File: config.mk
export PLATFORM = sky130hd
export DESIGN_NAME = mem_stage
export DESIGN_NICKNAME = d
export VERILOG_FILES = /design/src/rtl/y86_pkg.sv /design/src/rtl/w_reg.sv /design/src/rtl/mem_stage.sv
export SDC_FILE = /design/constraint.sdc
export NUM_CORES = 1
export LEC_CHECK = 0
export CORE_AREA = 2 2 215 217
export CTS_CLUSTER_DIAMETER = 150
export DETAILED_ROUTE_END_ITERATION = 10
export DIE_AREA = 0 0 217 219
export PLACE_DENSITY = 0.65
export SYNTH_ARGS = -nofsm -noshare
export SYNTH_HDL_FRONTEND = slang
export SYNTH_HIERARCHICAL = 1
export SYNTH_SLANG_ARGS = --single-unit
File: constraint.sdc
create_clock -name clk -period 2.48 [get_ports clk]
set_input_delay 0.496 -clock clk [delete_from_list [all_inputs] [get_ports clk]]
set_output_delay 0.496 -clock clk [all_outputs]
set_load 0.05 [all_outputs]
File: src/rtl/y86_pkg.sv
// Shared Y86-64 encodings: instruction codes, status codes and memory-op classification.
package y86_pkg;
    localparam int DW = 64;

    localparam logic [3:0] I_HALT   = 4'h0;
    localparam logic [3:0] I_NOP    = 4'h1;
    localparam logic [3:0] I_RRMOVQ = 4'h2;
    localparam logic [3:0] I_IRMOVQ = 4'h3;
    localparam logic [3:0] I_RMMOVQ = 4'h4;
    localparam logic [3:0] I_MRMOVQ = 4'h5;
    localparam logic [3:0] I_OPQ    = 4'h6;
    localparam logic [3:0] I_JXX    = 4'h7;
    localparam logic [3:0] I_CALL   = 4'h8;
    localparam logic [3:0] I_RET    = 4'h9;
    localparam logic [3:0] I_PUSHQ  = 4'hA;
    localparam logic [3:0] I_POPQ   = 4'hB;

    localparam logic [3:0] S_AOK = 4'h1;
    localparam logic [3:0] S_HLT = 4'h2;
    localparam logic [3:0] S_ADR = 4'h3;
    localparam logic [3:0] S_INS = 4'h4;

    localparam logic [3:0] RNONE = 4'hF;

    function automatic logic is_mem_read(input logic [3:0] icode);
        return (icode == I_MRMOVQ) || (icode == I_POPQ) || (icode == I_RET);
    endfunction

    function automatic logic is_mem_write(input logic [3:0] icode);
        return (icode == I_RMMOVQ) || (icode == I_PUSHQ) || (icode == I_CALL);
    endfunction
endpackage

File: src/rtl/w_reg.sv
// Writeback pipeline register; loads when enabled, resets to a bubble (NOP, AOK, no destinations).
module w_reg
    import y86_pkg::*;
#(
    parameter int DW = 64
) (
    input  logic          clk,
    input  logic          rst_n,
    input  logic          load,
    input  logic [3:0]    d_stat,
    input  logic [3:0]    d_icode,
    input  logic [3:0]    d_destE,
    input  logic [3:0]    d_destM,
    input  logic [DW-1:0] d_valE,
    input  logic [DW-1:0] d_valM,
    output logic [3:0]    W_stat,
    output logic [3:0]    W_icode,
    output logic [3:0]    W_destE,
    output logic [3:0]    W_destM,
    output logic [DW-1:0] W_valE,
    output logic [DW-1:0] W_valM
);
    always_ff @(posedge clk or negedge rst_n) begin
        if (!rst_n) begin
            W_stat  <= S_AOK;
            W_icode <= I_NOP;
            W_destE <= RNONE;
            W_destM <= RNONE;
            W_valE  <= '0;
            W_valM  <= '0;
        end else if (load) begin
            W_stat  <= d_stat;
            W_icode <= d_icode;
            W_destE <= d_destE;
            W_destM <= d_destM;
            W_valE  <= d_valE;
            W_valM  <= d_valM;
        end
    end
endmodule

File: src/rtl/mem_stage.sv
// Memory stage: sequences one data-memory transaction per memory op and feeds the W register.
// state | meaning
// IDLE  | no transaction; a memory op in M latches the request
// BUSY  | dmem_req held with stable addr/we/wdata until ack
// DONE  | response latched and presented on m_stat/m_valM until W accepts it
module mem_stage
    import y86_pkg::*;
#(
    parameter int DW = 64
) (
    input  logic          clk,
    input  logic          rst_n,
    input  logic [3:0]    M_stat,
    input  logic [3:0]    M_icode,
    input  logic [3:0]    M_ifun,
    input  logic [3:0]    M_destE,
    input  logic [3:0]    M_destM,
    input  logic          M_cnd,
    input  logic [DW-1:0] M_valA,
    input  logic [DW-1:0] M_valE,
    input  logic          W_stall,
    output logic          dmem_req,
    output logic          dmem_we,
    output logic [DW-1:0] dmem_addr,
    output logic [DW-1:0] dmem_wdata,
    input  logic          dmem_ack,
    input  logic [DW-1:0] dmem_rdata,
    input  logic          dmem_err,
    output logic          m_stall,
    output logic [3:0]    m_stat,
    output logic [DW-1:0] m_valM,
    output logic [3:0]    W_stat,
    output logic [3:0]    W_icode,
    output logic [3:0]    W_destE,
    output logic [3:0]    W_destM,
    output logic [DW-1:0] W_valE,
    output logic [DW-1:0] W_valM
);
    typedef enum logic [1:0] {ST_IDLE, ST_BUSY, ST_DONE} state_t;

    state_t        state, state_nxt;
    logic          mem_op, latch_req, latch_rsp;
    logic          we_q, err_q;
    logic [DW-1:0] addr_q, wdata_q, rdata_q;
    logic          unused_inputs;

    // Function code and condition flag have no role in the memory stage.
    assign unused_inputs = ^{M_ifun, M_cnd};

    assign mem_op = (M_stat == S_AOK) && (is_mem_read(M_icode) || is_mem_write(M_icode));

    always_ff @(posedge clk or negedge rst_n) begin
        if (!rst_n) state <= ST_IDLE;
        else        state <= state_nxt;
    end

    always_comb begin
        state_nxt = state;
        latch_req = 1'b0;
        latch_rsp = 1'b0;
        case (state)
            ST_IDLE: if (mem_op) begin
                latch_req = 1'b1;
                state_nxt = ST_BUSY;
            end
            ST_BUSY: if (dmem_ack) begin
                latch_rsp = 1'b1;
                state_nxt = ST_DONE;
            end
            ST_DONE: if (!W_stall) state_nxt = ST_IDLE;
            default: state_nxt = ST_IDLE;
        endcase
    end

    always_ff @(posedge clk or negedge rst_n) begin
        if (!rst_n) begin
            addr_q  <= '0;
            wdata_q <= '0;
            we_q    <= 1'b0;
            rdata_q <= '0;
            err_q   <= 1'b0;
        end else begin
            if (latch_req) begin
                addr_q  <= (M_icode == I_POPQ || M_icode == I_RET) ? M_valA : M_valE;
                wdata_q <= M_valA;
                we_q    <= is_mem_write(M_icode);
            end
            // An error response discards read data so a faulting load forwards zero.
            if (latch_rsp) begin
                rdata_q <= (we_q || dmem_err) ? '0 : dmem_rdata;
                err_q   <= dmem_err;
            end
        end
    end

    assign dmem_req   = (state == ST_BUSY);
    assign dmem_we    = we_q;
    assign dmem_addr  = addr_q;
    assign dmem_wdata = wdata_q;

    assign m_stall = (mem_op && state != ST_DONE) || W_stall;
    assign m_stat  = (state == ST_DONE) ? (err_q ? S_ADR : S_AOK) : M_stat;
    assign m_valM  = (state == ST_DONE) ? rdata_q : '0;

    w_reg #(.DW(DW)) u_w_reg (
        .clk     (clk),
        .rst_n   (rst_n),
        .load    (!m_stall),
        .d_stat  (m_stat),
        .d_icode (M_icode),
        .d_destE (M_destE),
        .d_destM (M_destM),
        .d_valE  (M_valE),
        .d_valM  (m_valM),
        .W_stat  (W_stat),
        .W_icode (W_icode),
        .W_destE (W_destE),
        .W_destM (W_destM),
        .W_valE  (W_valE),
        .W_valM  (W_valM)
    );
endmodule

Yosys cells after proc, flatten, opt, wreduce, memory -nomap -nowiden
Index checks and enable logic that the tools add are counted.

Flip-flop bits (word level): 340. Bits in latches: 0. Output and inout bits: 343. Memories: 0. Memory bits (writable): 0. Bits in read-only memories: 0. Logic and storage cells: 50. Input port bits: 218.

Shifts and indexed selects: 0. Muxes and demuxes: 13. Order comparisons: 0. Bitwise logic cells: 0. $add $sub $neg: 0. Divide/modulo/power cells: 0. Reductions and logical operators: 12. Eq/ne operators: 13. $mul: 0.

Operators by type and width (number): $mux W64 (3); $eq A4 B4 Y1 const B (4); $eq A4 B3 Y1 const B (2); $logic_or A1 B1 Y1 (8); $mux W2 (4); $ne A2 B2 Y1 const B (3); $pmux W2 S3 (1); $eq A4 B1 Y1 const B (1); $mux W1 (4); $mux W4 (1); $reduce_and A3 Y1 (1); $eq A2 B1 Y1 const B (1); $eq A2 B2 Y1 const B (1); $logic_and A1 B1 Y1 (2); $logic_not A2 Y1 (1); $ne A2 B1 Y1 const B (1).

Longest topological paths before layout
Depth after elaboration: 7. Gate-level depth with buffers: 8. Mapped depth without buffers: 4.

Cells and area by module
The synthesis kept the hierarchy.

Modules (own cells, without submodules): mem_stage (cells each 717, seq. area each 4904.7 µm², instances 1, area an instance 9081.2 µm²); w_reg (cells each 304, seq. area each 3616.0 µm², instances 1, area an instance 5592.9 µm²).

Worst setup path after synthesis
No wires, ideal clock.

Kind: input-to-output. Start: input port M_stat[2]. End: output port m_stall. Cell stages on the path: 3. Setup slack: 0.315 ns. Required time: 1.984 ns. Arrival time: 1.669 ns. Path buffers: 0. Path through: nor4b_2 -> o21ai_0 -> o21bai_1.

Cells in the longest elaborated chain, start to end: 4.

RTL lines: start, declared (RTL line mem_stage.sv:13) `input logic [3:0] M_stat,`; $eq A4 B1 Y1 (RTL line mem_stage.sv:50) `assign mem_op = (M_stat == S_AOK) && (is_mem_read(M_icode) || is_mem_write(M_icode));`; $logic_and A1 B1 Y1 (RTL line mem_stage.sv:50); $logic_and A1 B1 Y1 (RTL line mem_stage.sv:101) `assign m_stall = (mem_op && state != ST_DONE) || W_stall;`; $logic_or A1 B1 Y1 (RTL line mem_stage.sv:101); end, declared (RTL line mem_stage.sv:29) `output logic m_stall,`.

No other way between the ends.

Final worst setup path
Same ends and word-level chain as after synthesis.

==> impl_metrics.json <==
{
  "area_delta_synth_final_pct": 58.1,
  "die_h_um": 219,
  "synth_cell_types": 22,
  "async_flop_share_pct": 100,
  "power_frac_comb_pct": 32.7,
  "rows": 78,
  "grt_first_pass_wirelength_um": 68300,
  "core_um2": 45100,
  "worstReg2RegEnd": "u_w_reg/W_valE[22]$_DFFE_PN0P_",
  "ff2ff_setup_slack_ns": 0.54,
  "die_w_um": 217,
  "r2r_start": "state[0]$_DFFE_PN0P_",
  "worst-path-max-fanout": 2,
  "viasPerCell": 4.56,
  "grt.overflow.total": 0,
  "start_kind": "input pin",
  "synth_fp_nets": 1239,
  "die-area_um2": 47500,
  "leakage_nw": 10.5,
  "cts_num_sinks": 340,
  "intPower_mw": 12.1,
  "drc": 0,
  "pwr-share-seq_pct": 36.6,
  "total_power_mw": 18.4,
  "worstPathRequired_ns": 1.98,
  "setup_viol": 0,
  "yosys.area.top_type": "dfrtp_1",
  "tightest_slew_ns": 0.646,
  "crit_slowest_cell": "clkdlybuf4s50_1",
  "vias": 10200,
  "max_freq_mhz": 415,
  "crit_chain": "clkdlybuf4s50_1 -> nor4b_4 -> o21ai_2 -> buf_4 -> o21bai_2 -> buf_12",
  "antenna_found_initial": 6,
  "io_pins": 561,
  "yosys_warnings": 6,
  "ys_ff_latch": 340,
  "routed_wl_um": 45700,
  "relSlewSlack_pct": 56.8,
  "end_kind": "output pin",
  "portBuffers": 555,
  "ff_latch_area_um2": 8520,
  "swShare_pct": 34.1,
  "grt_pass1_vias": 11100,
  "endpoint": "m_stall",
  "clk_pin_slew_ns": 0.05,
  "first_iter_violations": 388,
  "dp_hpwl_um": 34100,
  "crit_path_start": "M_stat[2]",
  "nets": 1832,
  "max_stage_delay_ns": 0.47,
  "synth_edf_count": 0,
  "multi_input_area_um2": 5780,
  "finalCritPeriodShare_pct": 97.2,
  "holdCritPathClass": "reg -> reg",
  "maxSlewViolCount": 0,
  "rsz0062_at_grt": "no",
  "numCtsBuffers": 40,
  "dp.cells": 2170,
  "mostFrequentLayoutCells": "479 x clkdlybuf4s50_1, 330 x dfrtp_1, 180 x mux2_2",
  "postSynthCellCount": 1021,
  "switchingPower_mw": 6.29,
  "drv_cap": 0,
  "clockBufferDepth": 3,
  "h-tree-depth": 2,
  "fin_skew_ns": 0.0155,
  "dr.pass1.iters": 4,
  "start_util_pct": 32.5,
  "drt-wirelength-per-cell_um": 20.3,
  "layout-drive-gt1-share_pct": 33.3,
  "cp.arrival_ns": 1.91,
  "worst_r2r_path_depth": 5,
  "p_clk_share_pct": 30.7,
  "vdd_drop_max_mv": 0.570,
  "status": "completed",
  "hold_viol": 0,
  "critPathKind": "in -> out",
  "finalCriticalPeriod_ns": 2.41,
  "yosysSeqAreaShare_pct": 58.1,
  "syn_area_per_cell_um2": 14.4,
  "fillers": 3902,
  "syn_area_um2": 14700,
  "gp_congestion": 0.854,
  "synth_area_leaders": "dfrtp_1 56%, mux2_4 16%, mux2_2 14%, nand2_1 3.3%, and2_1 2.7%",
  "cts_tree": "built",
  "ys.flop_type": "dfrtp_1",
  "final_common_cell": "clkdlybuf4s50_1",
  "track_usage_pct": 18.8,
  "yosysTopAreaCellShare_pct": 56.3,
  "grt_max_degree": 99,
  "power.density_nw_per_um2": 794,
  "stdcell_count": 2245,
  "clock_latency_ns": 0.55,
  "cts_root_buffer": "clkbuf_16",
  "ant_nets": 0
}
critical path: cells and delay by family:
family	cells	cell delay (ns)
and+or+nand+nor	1	0.32
AOI/OAI and AO/OA	2	0.31
buffers and inverters	3	0.79
timing repair:
item,CTS,global route
pin swaps,0,1
endpoints found under the hold margin,45,0
cloned,0,0
resized for setup,5,6
setup endpoints to repair,43,3
hold buffers,1,0
setup buffers,1,0
registers in the layout (all words and copies together) (netlist names):
register,cells
u_w_reg/W_stat,4
u_w_reg/W_destE,4
u_w_reg/W_valM,64
rdata_q,64
u_w_reg/W_valE,64
err_q,1
dmem_we,1
dmem_wdata,64
u_w_reg/W_destM,4
state,2
u_w_reg/W_icode,4
dmem_addr,64
stage by stage:
stage | TNS [ns] | setup WS, ns | area (µm²) | hold WS, ns | util, %
2_1_floorplan | 0 | 0.315 | 14700 | 0.200 | -
3_3_place_gp | -21.70 | -0.185 | 21900 | 0.452 | 48.5
3_5_place_dp | -26.39 | -0.210 | 21900 | 0.462 | 48.5
4_1_cts | 0 | 0.0184 | 23200 | 0.461 | 51.4
5_1_grt | 0 | 0.000419 | 23200 | 0.487 | 51.4
6_report | 0 | 0.0695 | 23200 | 0.466 | 51.5
kinds of logic (layout without fill, tap and decap cells):
| kind of cell | count (synthesis) | in the layout | synth area share (%) |
|---|---|---|---|
| other | 0 | 2 | 0 |
| DFF | 340 | 340 | 58.1 |
| AOI/OAI and AO/OA | 69 | 69 | 2.42 |
| and+or+nand+nor | 206 | 206 | 6.62 |
| buffers and inverters | 67 | 689 | 2.85 |
| muxes | 339 | 339 | 30.0 |
area by class of cell:
cell class	count	area share [%]
inverters	2	0.0324
repair buffers	616	29.6
clock inverters	4	0.129
clock buffers	67	5.32
flip-flops and latches	340	36.7
well taps	600	3.24
multi-input cells	614	24.9
diodes	2	0.0216
how the worst min path moves through the flow:
stage / from / end / slack [ns] / cells after the start
global route: dmem_rdata[16] / rdata_q[16]$_DFFE_PN0P_ / 0.49 / 3
floorplan: rst_n / dmem_addr[0]$_DFFE_PN0P_ / 0.20 / 0
CTS: dmem_rdata[50] / rdata_q[50]$_DFFE_PN0P_ / 0.46 / 3
detailed placement: rdata_q[15]$_DFFE_PN0P_ / rdata_q[15]$_DFFE_PN0P_ / 0.46 / 2
finish: rdata_q[4]$_DFFE_PN0P_ / rdata_q[4]$_DFFE_PN0P_ / 0.47 / 2
global placement: rdata_q[62]$_DFFE_PN0P_ / rdata_q[62]$_DFFE_PN0P_ / 0.45 / 2
synth_stat cells, types with 2 or more instances:
cell,n
dfrtp_1,330
mux2_2,180
mux2_4,158
nand2_1,130
o21ai_0,66
and2_1,64
clkbuf_1,27
buf_2,19
buf_6,19
dfstp_2,10
nor2b_1,4
inv_1,2
nand3b_1,2
nor2_1,2
power groups by stage:
stage / combinational, mW / sequential, mW / clock (mW)
final: 6.03 / 6.74 / 5.65
after detailed placement: 6.07 / 6.83 / 0
after global routing: 6.25 / 6.83 / 6.07
after floorplan: 1.27 / 9.18 / 0
after global placement: 6.04 / 6.80 / 0
after CTS: 6.10 / 6.74 / 5.83
per-layer routing:
| metal | vias to the layer above | track usage [%] | part of all wire [%] |
|---|---|---|---|
| li1 | 4687 | - | - |
| met1 | 5071 | 22.3 | 40 |
| met2 | 396 | 31.3 | 48 |
| met3 | 69 | 6.96 | 9.5 |
| met4 | 6 | 6.44 | 2.8 |
| met5 | - | 0 | 0.074 |
(Power assumes the default switching activity.)
